<file path="src/rtl/full_adder.sv">
// Registered ripple-carry full-adder slice.
// WIDTH one-bit cells are chained through a carry vector; the combinational
// result is exposed directly and also captured into a one-cycle output
// register with valid tracking. WIDTH=1 is the plain single-bit full adder.

// One-bit full-adder cell: the leaf of the ripple chain.
module full_adder_cell (
  input  logic a,
  input  logic b,
  input  logic ci,
  output logic s,
  output logic co
);
  logic p;

  // Propagate term is shared between the sum and the carry.
  assign p  = a ^ b;
  assign s  = p ^ ci;
  assign co = (a & b) | (ci & p);
endmodule

module full_adder #(
  parameter int WIDTH = 1
) (
  input  logic             clk,
  input  logic             rst,
  input  logic             in_valid,
  input  logic [WIDTH-1:0] a,
  input  logic [WIDTH-1:0] b,
  input  logic             ci,
  output logic [WIDTH-1:0] s_c,
  output logic             co_c,
  output logic [WIDTH-1:0] s,
  output logic             co,
  output logic             out_valid
);
  // c[i] is the carry into bit i; c[WIDTH] is the carry-out of the slice.
  logic [WIDTH:0] c;

  assign c[0] = ci;

  // One cell per bit; cell i consumes c[i] and produces c[i+1].
  full_adder_cell u_cell [WIDTH-1:0] (
    .a  (a),
    .b  (b),
    .ci (c[WIDTH-1:0]),
    .s  (s_c),
    .co (c[WIDTH:1])
  );

  assign co_c = c[WIDTH];

  // Result register: capture on valid, otherwise hold the last result.
  always_ff @(posedge clk) begin
    if (rst) begin
      s  <= '0;
      co <= 1'b0;
    end else if (in_valid) begin
      s  <= s_c;
      co <= co_c;
    end
  end

  // Valid tracks in_valid one cycle later; reset wins over a same-edge capture.
  always_ff @(posedge clk) begin
    if (rst) out_valid <= 1'b0;
    else     out_valid <= in_valid;
  end
endmodule

</file>
<file path="config.mk">
export PLATFORM = sky130hd
export DESIGN_NAME = full_adder
export DESIGN_NICKNAME = d
export VERILOG_FILES = /design/src/rtl/full_adder.sv
export SDC_FILE = /design/constraint.sdc
export NUM_CORES = 1
export LEC_CHECK = 0
export CORE_AREA = 2 2 39 41
export DETAILED_ROUTE_END_ITERATION = 12
export DIE_AREA = 0 0 41 43
export SLEW_MARGIN = 40
export SYNTH_ARGS = -nofsm -noshare
export SYNTH_HDL_FRONTEND = slang
export SYNTH_SLANG_ARGS = --single-unit
export TNS_END_PERCENT = 100
</file>
<file path="constraint.sdc">
create_clock -name clk -period 1.69 [get_ports clk]
set_input_delay 0.169 -clock clk [delete_from_list [all_inputs] [get_ports clk]]
set_output_delay 0.169 -clock clk [all_outputs]
set_load 0.005 [all_outputs]
</file>
* Word level (Yosys, flattened, before mapping)
Index checks and enable logic that the tools add are counted.
Word-level totals: register bits after elaboration 3, output and inout port bits 5, input port bits 6, logic and storage cells 8
Operators by class: bitwise operators 5
Operators with widths (number):
- $and A1 B1 Y1 | 2
- $xor A1 B1 Y1 | 2
- $or A1 B1 Y1 | 1

* Depth between registers and ports, before layout
depth after elaboration 3, gate-level depth with buffers 3, mapped depth without buffers 3

* Modules after synthesis
A second synthesis with hierarchy kept.
Unflattened totals: cell total of the unflattened synthesis 9, area total of the unflattened synthesis 113.9 µm²
By module, submodules not included:
- full_adder | area an instance 93.8 µm², cells each 8, seq. area each 60.1 µm², instances 1
- full_adder_cell | area an instance 20.0 µm², cells each 1, seq. area each 0.0 µm², instances 1

* Worst setup path after synthesis
Ideal clock, no wire load.
path type in2reg, start point input a, end point register s, slack 729 ps, setup time 114 ps, stages 3, arrival 846 ps, data required time 1576 ps, cell sequence fa_1 > mux2i_1 > nor2_1
On the way: cells in the longest elaborated chain, start to end 2
RTL lines:
- start, declared | RTL line 28 | input logic [WIDTH-1:0] a,
- $xor A1 B1 Y1 | RTL line 17 | assign p = a ^ b;
- $xor A1 B1 Y1 | RTL line 18 | assign s = p ^ ci;
- end signal, assigned | RTL line 56 | s <= '0;
- end signal, assigned | RTL line 59 | s <= s_c;
- end, declared | RTL line 33 | output logic [WIDTH-1:0] s,
No other way between the ends. A chain may end at the register's enable or synchronous reset.

* Worst setup path after layout
start point input ci, end point output s_c
On the way: cells in the longest elaborated chain, start to end 1
RTL lines:
- start, declared | RTL line 30 | input logic ci,
- $xor A1 B1 Y1 | RTL line 18
- end, declared | RTL line 31 | output logic [WIDTH-1:0] s_c,
No other way between the ends.

==> flow_metrics.tcl <==
set metrics [dict create \
    grt_overflow 0 \
    slew_headroom_pct 91.7 \
    clockBufferDepth 2 \
    grt_start_max_net_pins 4 \
    core-area_mm2 0.00138 \
    cts-buffers-inserted 3 \
    htree_num_levels 1 \
    synth-main-ff-cell "dfxtp_1" \
    dr.pass1.iters 4 \
    avgSynthCellArea_um2 12.7 \
    ys_seq_area_share_pct 52.7 \
    syn_area_um2 114 \
    final_nets 31 \
    place_congestion 0.556 \
    grt_pass1_wl_um 483 \
    yosysUniqueCellTypes 5 \
    crit_chain "clkdlybuf4s50_1 > fa_1 > dlygate4sd2_1" \
    finalCritPeriodShare_pct 94.2 \
    rsz0062_at_grt "false" \
    ir_drop_mv 0.208 \
    path_buf_inv 2 \
    cp.required_ns 1.52 \
    ys_top_cells_by_count "3 x dfxtp_1, 2 x mux2i_1, 2 x nor2_1, 1 x fa_1, 1 x nor2b_1" \
    synth_nets 16 \
    period_needed_ns 1.59 \
    clk_pin_slew_ns 0.04 \
    routed_via_density 2.92 \
    fillers 159 \
    critPathKind "input port to primary output" \
    portBuffers 10 \
    maxCapViolations 0 \
    cts-root-buf "clkbuf_4" \
    p_leak_nw 0.113 \
    synth_cells 9 \
    ioPinCount 11 \
    finalInstanceArea_um2 262 \
    synth_top_area_cell "dfxtp_1" \
    cp_slowest_stage_delay_ns 0.58 \
    yosysMostFrequentCell "dfxtp_1" \
    ys_top_cells_by_area "dfxtp_1 53%, fa_1 18%, mux2i_1 18%, nor2_1 6.6%, nor2b_1 5.5%" \
    synth-seq-cells 3 \
    hold_buffers 0 \
    grt_pass1_vias 134 \
    fmax_ghz 0.628 \
    path_delay_family "buffers and inverters" \
    cts.sinks 3 \
    worst-path-max-fanout 2 \
    maxSlewViolCount 0 \
    cp_slowest_cell "fa_1" \
    setup_viol 0 \
    drt_wl_total_um 298 \
    worst_ep_arrival_time_ns 1.42 \
    hold_viol_final 0 \
    status "finished clean" \
    rr_startpoint "s" \
    die-area_mm2 0.00176 \
    p_per_area_mw_per_mm2 958 \
    min_path_type "flop to flop" \
    startpoint_type "input port" \
    die_height_um 43 \
    antenna_found_initial 0 \
    final_core_util_pct 18.9 \
    initial_core_util_pct 8.23 \
    endpoint_kind "primary output" \
    dieWidth_um 41 \
    min_from "co" \
    drc 0 \
    cts_tree "yes" \
    yosys.area.top_type_share_pct 52.7 \
    ant_nets 0 \
    yosysWarnings 0 \
    rows 14 \
    clk_latency_ns 0.23 \
    vias 114 \
    synth_edf_count 0 \
    grt_usage_pct 4.72 \
    async_flop_share_pct 0 \
    fin_skew_ns 0 \
    wl_per_cell_um 7.64 \
    worstMarginPinSlew_ns 0.122 \
    drive_gt1_share_pct 13.0 \
    layout-area-overhead-vs-synth_pct 130 \
    n_antenna_cell 0 \
    rrSetupSlack_ns 1.10 \
    placed_area_um2 234 \
    dr.first_iter.drc_count 2 \
    cp-startpoint "ci" \
]
[worst paths after layout]
| check | endpoint | cells after the start |
|---|---|---|
| min reg2reg | co | 2 |
| max reg2reg | s | 2 |
| max | s_c | 3 |
| min | co | 2 |
[cells by family after synthesis]
kind of cell | Yosys count | share of synthesized area, %
DFF | 3 | 52.7
and+or+nand+nor | 3 | 12.1
muxes | 2 | 17.6
adders and majority gates | 1 | 17.6
[per-stage QoR]
| step | power (mW) | setup slack (ns) | hold slack [ns] | cells | setup TNS, ns |
|---|---|---|---|---|---|
| after floorplan | 0.0926 | 0.729 | 0.241 | 9 | 0 |
| after global placement | 0.129 | -0.168 | 0.476 | 35 | -0.168 |
| after detailed placement | 0.130 | -0.177 | 0.483 | 35 | -0.177 |
| after CTS | 0.261 | 0.00293 | 0.502 | 39 | 0 |
| after global routing | 0.271 | 0.0471 | 0.546 | 39 | 0 |
| final | 0.251 | 0.0984 | 0.498 | 39 | 0 |
[flip-flops by register name, indices dropped and copies added (netlist names)]
| register | count |
|---|---|
| s | 1 |
| out_valid | 1 |
| co | 1 |
[where the power goes]
| part | switching (mW) | leakage (nW) | internal (mW) |
|---|---|---|---|
| clock | 0.0373 | 0.0150 | 0.0885 |
| combinational | 0.0148 | 0.0736 | 0.0314 |
| sequential | 0.00220 | 0.0249 | 0.0764 |
| total | 0.0542 | 0.113 | 0.196 |
[cell type report]
cell class | count | area (µm²) | area share (%)
multi-input combinational | 6 | 53.8 | 20.6
clock buffer | 4 | 26.3 | 10.0
tap | 16 | 20.0 | 7.66
sequential | 3 | 60.1 | 23.0
timing repair buffer | 10 | 101 | 38.8
[per-layer routing]
layer | wire, µm | GRT usage (%)
met1 | 118 | 5.14
met2 | 97 | 4.38
met3 | 82 | 5.76
met4 | 0 | 4.00
met5 | 0 | 0
[repair_timing]
action                                  CTS  global route
setup buffers                             0             0
resized for setup                         1             1
cloned                                    0             0
endpoints found under the setup margin    1             1
pin swaps                                 1             0
[worst reg2reg max path, stage by stage, from the launching register on]
cell     delay, ns
dfxtp_1       0.30
mux2i_1       0.12
nor2_1        0.05
[placed cells by master (no fill, tap or decap)]
cell | Yosys | routed
clkbuf_1 | 0 | 1
clkbuf_4 | 0 | 3
dfxtp_1 | 3 | 3
fa_1 | 1 | 1
mux2i_1 | 2 | 2
dlygate4sd2_1 | 0 | 1
nor2b_1 | 1 | 1
nor2_1 | 2 | 2
clkdlybuf4s50_1 | 0 | 8
dlymetal6s2s_1 | 0 | 1
Power figures use the tool's default switching activity.
